**src/rtl/rom_port_arbiter.sv**
```systemverilog
// Shares the single synchronous read port of the image ROM between the draw path (0)
// and the sprite fetch path (1); returns tagged read data with fixed latency.
module rom_port_arbiter #(
    parameter int ADDR_W     = 12,
    parameter int DATA_W     = 12,
    parameter int ROM_LAT    = 1,
    parameter int STARVE_MAX = 8
) (
    input  logic              clk,
    input  logic              rst_n,
    input  logic              display_active,
    input  logic              req0_valid,
    input  logic [ADDR_W-1:0] req0_addr,
    output logic              req0_ready,
    input  logic              req1_valid,
    input  logic [ADDR_W-1:0] req1_addr,
    output logic              req1_ready,
    output logic [ADDR_W-1:0] rom_addr,
    input  logic [DATA_W-1:0] rom_rgb,
    output logic              rsp0_valid,
    output logic              rsp1_valid,
    output logic [DATA_W-1:0] rsp_rgb
);

    // Handshake: a request transfers in a cycle where valid && ready. ready is
    // combinational from the valids and registered arbiter state, never rises
    // without its valid, and at most one ready is high per cycle. Responses
    // cannot be stalled.

    logic       last_grant;   // 1 = requester 1 won the most recent grant
    logic [7:0] starve_cnt;
    logic       grant0;
    logic       grant1;
    logic [1:0] tag_q [0:ROM_LAT];  // {v0, v1} per stage

    always_comb begin
        grant0 = 1'b0;
        grant1 = 1'b0;
        if (rst_n) begin
            if (req0_valid && !req1_valid) begin
                grant0 = 1'b1;
            end else if (req1_valid && !req0_valid) begin
                grant1 = 1'b1;
            end else if (req0_valid && req1_valid) begin
                if (display_active) begin
                    if (starve_cnt == 8'(STARVE_MAX)) begin
                        grant1 = 1'b1;
                    end else begin
                        grant0 = 1'b1;
                    end
                end else if (last_grant) begin
                    grant0 = 1'b1;
                end else begin
                    grant1 = 1'b1;
                end
            end
        end
    end

    assign req0_ready = grant0;
    assign req1_ready = grant1;

    always_ff @(posedge clk) begin
        if (!rst_n) begin
            rom_addr   <= '0;
            last_grant <= 1'b1;
            starve_cnt <= 8'd0;
            for (int i = 0; i <= ROM_LAT; i++) begin
                tag_q[i] <= 2'b00;
            end
        end else begin
            if (grant0) begin
                rom_addr <= req0_addr;
            end else if (grant1) begin
                rom_addr <= req1_addr;
            end

            if (grant0 || grant1) begin
                last_grant <= grant1;
            end

            // Requester 1 only accrues starvation while it is being denied in active video.
            if (display_active && req1_valid && !grant1) begin
                if (starve_cnt != 8'(STARVE_MAX)) begin
                    starve_cnt <= starve_cnt + 8'd1;
                end
            end else begin
                starve_cnt <= 8'd0;
            end

            tag_q[0] <= {grant0, grant1};
            for (int i = 1; i <= ROM_LAT; i++) begin
                tag_q[i] <= tag_q[i-1];
            end
        end
    end

    assign rsp0_valid = tag_q[ROM_LAT][1];
    assign rsp1_valid = tag_q[ROM_LAT][0];
    assign rsp_rgb    = rom_rgb;

endmodule

```
**config.mk**
```make
export PLATFORM = sky130hd
export DESIGN_NAME = rom_port_arbiter
export DESIGN_NICKNAME = d
export VERILOG_FILES = /design/src/rtl/rom_port_arbiter.sv
export SDC_FILE = /design/constraint.sdc
export NUM_CORES = 1
export LEC_CHECK = 0
export ABC_AREA = 1
export CORE_MARGIN = 4
export CORE_UTILIZATION = 35
export CTS_BUF_LIST = sky130_fd_sc_hd__clkbuf_8 sky130_fd_sc_hd__clkbuf_16
export CTS_CLUSTER_SIZE = 10
export DETAILED_ROUTE_END_ITERATION = 6
export HOLD_SLACK_MARGIN = 0.06
export PLACE_DENSITY = 0.75
export RECOVER_POWER = 50
export SYNTH_ARGS = -nofsm -noshare
export SYNTH_HDL_FRONTEND = slang
export SYNTH_SLANG_ARGS = --single-unit
```
**constraint.sdc**
```tcl
create_clock -name clk -period 1.41 [get_ports clk]
set_input_delay 0.141 -clock clk [delete_from_list [all_inputs] [get_ports clk]]
set_output_delay 0.141 -clock clk [all_outputs]
set_load 0.005 [all_outputs]
```
# Word-level counts from Yosys, hierarchy flattened

Memories as Yosys holds them, arrays and structs flattened.
Cells that the tools add are included.

Register bits after elaboration: 21
Bits in latches: 0
Bits in writable memories: 4
Memory bits (read-only): 0
Bits of input ports: 41
Output and inout bits: 28
Word-level logic and storage cells: 40
Memories: 1

Memories:

| name  | words | width | rd ports | clocked after Yosys merged registers in | write ports | line | source |
|---|---|---|---|---|---|---|---|
| tag_q | 2     | 2     | 2        | 0                                       | 2           | 34   | `logic [1:0] tag_q [0:ROM_LAT];` |

$add $sub $neg: 1
Multipliers: 0
Divide/modulo/power cells: 0
Order comparisons: 0
Equality and inequality tests: 2
Shift-type cells: 0
Mux-type cells: 20
Bitwise operators: 2
Reduce and logical (&&, ||, !) cells: 11

Operator list:

| kind                                                  | count |
|---|---|
| 2-to-1 mux 12 bit                                     | 2 |
| 2-to-1 mux 1 bit                                      | 16 |
| adder 8 x 1 -> 8 bit, second input constant           | 1 |
| == test 8 x 4 -> 1 bit, second input constant         | 1 |
| inequality test 8 x 4 -> 1 bit, second input constant | 1 |
| logical AND 1 bit                                     | 5 |
| 2-to-1 mux 2 bit                                      | 2 |
| logical NOT 1 bit                                     | 3 |
| OR 1 bit                                              | 2 |
| AND reduction 2 bit                                   | 1 |
| nonzero test 2 bit                                    | 1 |
| logical OR 1 bit                                      | 1 |

# Longest topological paths before layout

Word-level depth: 10
Depth in mapped cells: 11
Mapped depth without buffers: 10

# Worst setup path after synthesis

Ideal clock, no wire load.

Path type: flip-flop to output port
From: reg starve_cnt[0]
To: out req1_ready
Arrival: 1.252 ns
Required time: 1.269 ns
Setup slack: 0.017 ns
Stages on the path, launching flop included: 8
Buffers on the path: 1
Cell sequence: dfxtp_1 inv_1 ha_1 nand3_2 o21ai_2 nand2_2 buf_4 a21boi_0

Longest elaborated chain between the ends: 7

Ends and longest elaborated chain:

| what                   | line | source |
|---|---|---|
| start, declared        | 31   | `logic [7:0] starve_cnt;` |
| start signal, assigned | 85   | `starve_cnt <= starve_cnt + 8'd1;` |
| == test 8 x 4 -> 1 bit | 46   | `if (starve_cnt == 8'(STARVE_MAX)) begin` |
| 2-to-1 mux 1 bit       | 46   |  |
| 2-to-1 mux 1 bit       | 45   | `if (display_active) begin` |
| 2-to-1 mux 1 bit       | 44   | `end else if (req0_valid && req1_valid) begin` |
| 2-to-1 mux 1 bit       | 42   | `end else if (req1_valid && !req0_valid) begin` |
| 2-to-1 mux 1 bit       | 40   | `if (req0_valid && !req1_valid) begin` |
| 2-to-1 mux 1 bit       | 39   | `if (rst_n) begin` |
| end, declared          | 17   | `output logic req1_ready,` |

Every way passes these cells.

# Worst setup path after layout

Ends and elaborated chain as after synthesis.

==> metrics.md <==
| Metric | Value |
|---|---|
| Vias in the first global route | 1249 |
| Leak | 0.000934 µW |
| Slew margin rel. | 72.3% |
| Place WS | -0.440 ns |
| Width of the die | 69.4 µm |
| Via count | 1236 |
| Initial antenna violation count | 0 |
| NumNets Final | 279 |
| Syn Area/Cell | 7.26 µm² |
| Reg clk slew, reported paths | 0.09 ns |
| Diode count | 0 |
| Cell Area, Placed | 1850 µm² |
| Critical Path, Cell by Cell | inv_2, ha_4, nand3_4, o21ai_2, nand2_2, buf_6, a21boi_2, buf_2 |
| PwrDens | 766 nW/µm² |
| Total Neg Setup Slack | -2.31 ns |
| Slowest CP cell | dfxtp_2 |
| 1st-iter DRT viols | 21 |
| Syn Nets | 225 |
| Final setup fails | 22 |
| H-tree lvl count | 1 |
| Crit-path leading delay family | flip-flops |
| Grt total ovfl | 0 |
| Max Cap Viol | 0 |
| Layout fillers | 353 |
| CTS Root Cell | clkbuf_8 |
| Outcome | finished, violations left |
| Final Max Tran Viols | 0 |
| Starting density of the core | 36.1% |
| Cell variety after synth | 26 |
| Rows | 22 |
| Crit path setup slack, layout | -0.163 ns |
| Slew at the pin closest to its max-slew limit | 0.412 ns |
| Total CTS buffers | 3 |
| CP bufs+invs | 3 |
| DRT Pass-1 Iters | 4 |
| Final Core Density | 55.9% |
| GRT Util Overall | 13.6% |
| DR DRC count | 0 |
| Synthesis-stage register bit count | 25 |
| Critical Path End Type | output port |
| Worst Setup Start Kind | flop |
| Post-Route WL | 3200 µm |
| Min-delay worst type | primary input to output port |
| Cells after Synth | 182 |
| CTS tree | yes |
| Post-synthesis sequential area ratio | 37.9% |
| Hold_buf cts | 0 |
| Vias/cell | 4.37 |
| Worst EP required | 1.27 ns |
| Layout cells sized above 1 | 25.5% |
| Critical path class | flop to output port |
| Clock Latency Late Sink | 0.27 ns |
| Hold Fails Final Rpt | 0 |
| RSZ-0062 raised after global routing | true |
| Mapped Area | 1320 µm² |
| Period Utilization, post-route | 112% |
| Core ar. | 3660 µm² |
| Die height | 69.4 µm |
| Failing checks | setup timing |
| Fmax | 0.636 GHz |
| Worst VDD drop | 0.000430 V |
| Final Power | 1570 µW |
| Area delta synth->final | 54.8% |
| Clk buf depth | 2 |
| Routability cong. | 0.722 |
| Full die area | 4820 µm² |
| Sink Count | 25 |
| Crit path DAT | 1.43 ns |
| Critical Path Fanout Max | 2 |
| Number of top-level pins | 69 |
| Commonest non-fill, non-tap cell in the layout | clkdlybuf4s50_1 |
| Clock period minus worst slack | 1.57 ns |
| Syn. warnings | 0 |
| Per-cell routed wire length | 11.3 µm |
| Antenna-violating nets left | 0 |
| Largest net degree at the start of global routing | 25 |
| IO Port Bufs | 44 |
| Most frequent cells in the layout | clkdlybuf4s50_1, nand2_1, inv_1, dfxtp_1, nand3_1 |
| Design Area, Final | 2050 µm² |
| Post-Route Skew | 0.00730 ns |
| First-pass GRT wire length | 5320 µm |
| CP max stage delay | 0.33 ns |
| Detailed Place HPWL | 2240 µm |
## stage by stage
stage,std cells,hold slack (ns)
after global placement,275,0.282
after CTS,283,0.282
after global routing,283,0.282
after floorplan,182,0.280
final,283,0.282
after detailed placement,275,0.282
## sequential cells by signal, indices dropped and copies added, names as in the netlist
signal      count
tag_q           4
last_grant      1
starve_cnt      8
rom_addr       12
## path summary, 6_finish.rpt
| kind | from | to | slack [ns] | cells after the start |
|---|---|---|---|---|
| max reg2reg | starve_cnt[0] | rom_addr[8] | -0.12 | 12 |
| max | starve_cnt[0] | req1_ready | -0.16 | 8 |
| min | rom_rgb[10] | rsp_rgb[10] | 0.28 | 0 |
| min reg2reg | tag_q[0][1] | tag_q[0][3] | 0.42 | 2 |
## report_power, final
part / switching, µW / internal (µW)
Sequential: 15.3 / 742
Clock: 245 / 207
Combinational: 139 / 218
Total: 400 / 1170
## final cells by class
type                       instances  area, µm²  share of cell area (%)
clock inverter                     1       8.76                   0.428
multi-input combinational        109        676                    33.0
inverter                          29        109                    5.32
timing repair buffer              68        648                    31.7
clock buffer                       3       41.3                    2.02
tap                               48       60.1                    2.94
sequential                        25        503                    24.6
## cells by family (layout without fill, tap and decap cells)
family | after synthesis | in the layout | synth area share (%)
xor+xnor | 3 | 3 | 1.99
fa+ha+maj | 2 | 2 | 1.89
compound gates | 21 | 21 | 11.2
simple gates | 83 | 83 | 28.9
buf+inv | 48 | 101 | 18.2
flops | 25 | 25 | 37.9
## Yosys cell counts
master	count	share of area, %
clkbuf_1	1	0.28
a21oi_1	3	1.1
ha_1	2	1.9
nand3_2	1	0.76
nand2_4	1	0.85
xor2_1	2	1.3
inv_1	29	8.2
dfxtp_1	25	38
nor2_1	10	2.8
o21a_1	12	6.8
nand3_1	26	9.8
xnor2_1	1	0.66
buf_6	1	0.85
or2_2	3	1.4
buf_4	13	7.4
a21boi_0	2	1.1
nor3_1	2	0.76
nor4_1	1	0.47
nand2_1	37	11
buf_2	3	1.1
nand2_2	1	0.47
o21ai_2	1	0.66
o2111ai_1	1	0.66
nand4_2	1	0.95
buf_1	1	0.28
o21ai_0	2	0.76
## timing repair
action	in CTS	in global routing
buffers inserted	3	0
pin swaps	11	8
gates resized for setup	31	11
setup endpoints to repair	19	23
gates cloned	1	0
## metal layers
layer / track usage, % / routed length (µm) / up-vias
met5: 0 / 0 / -
met2: 27.2 / 1770 / 26
li1: - / - / 663
met1: 13.3 / 1220 / 543
met3: 4.49 / 169 / 4
met4: 2.82 / 34 / 0
Power figures use the tool's default switching activity.
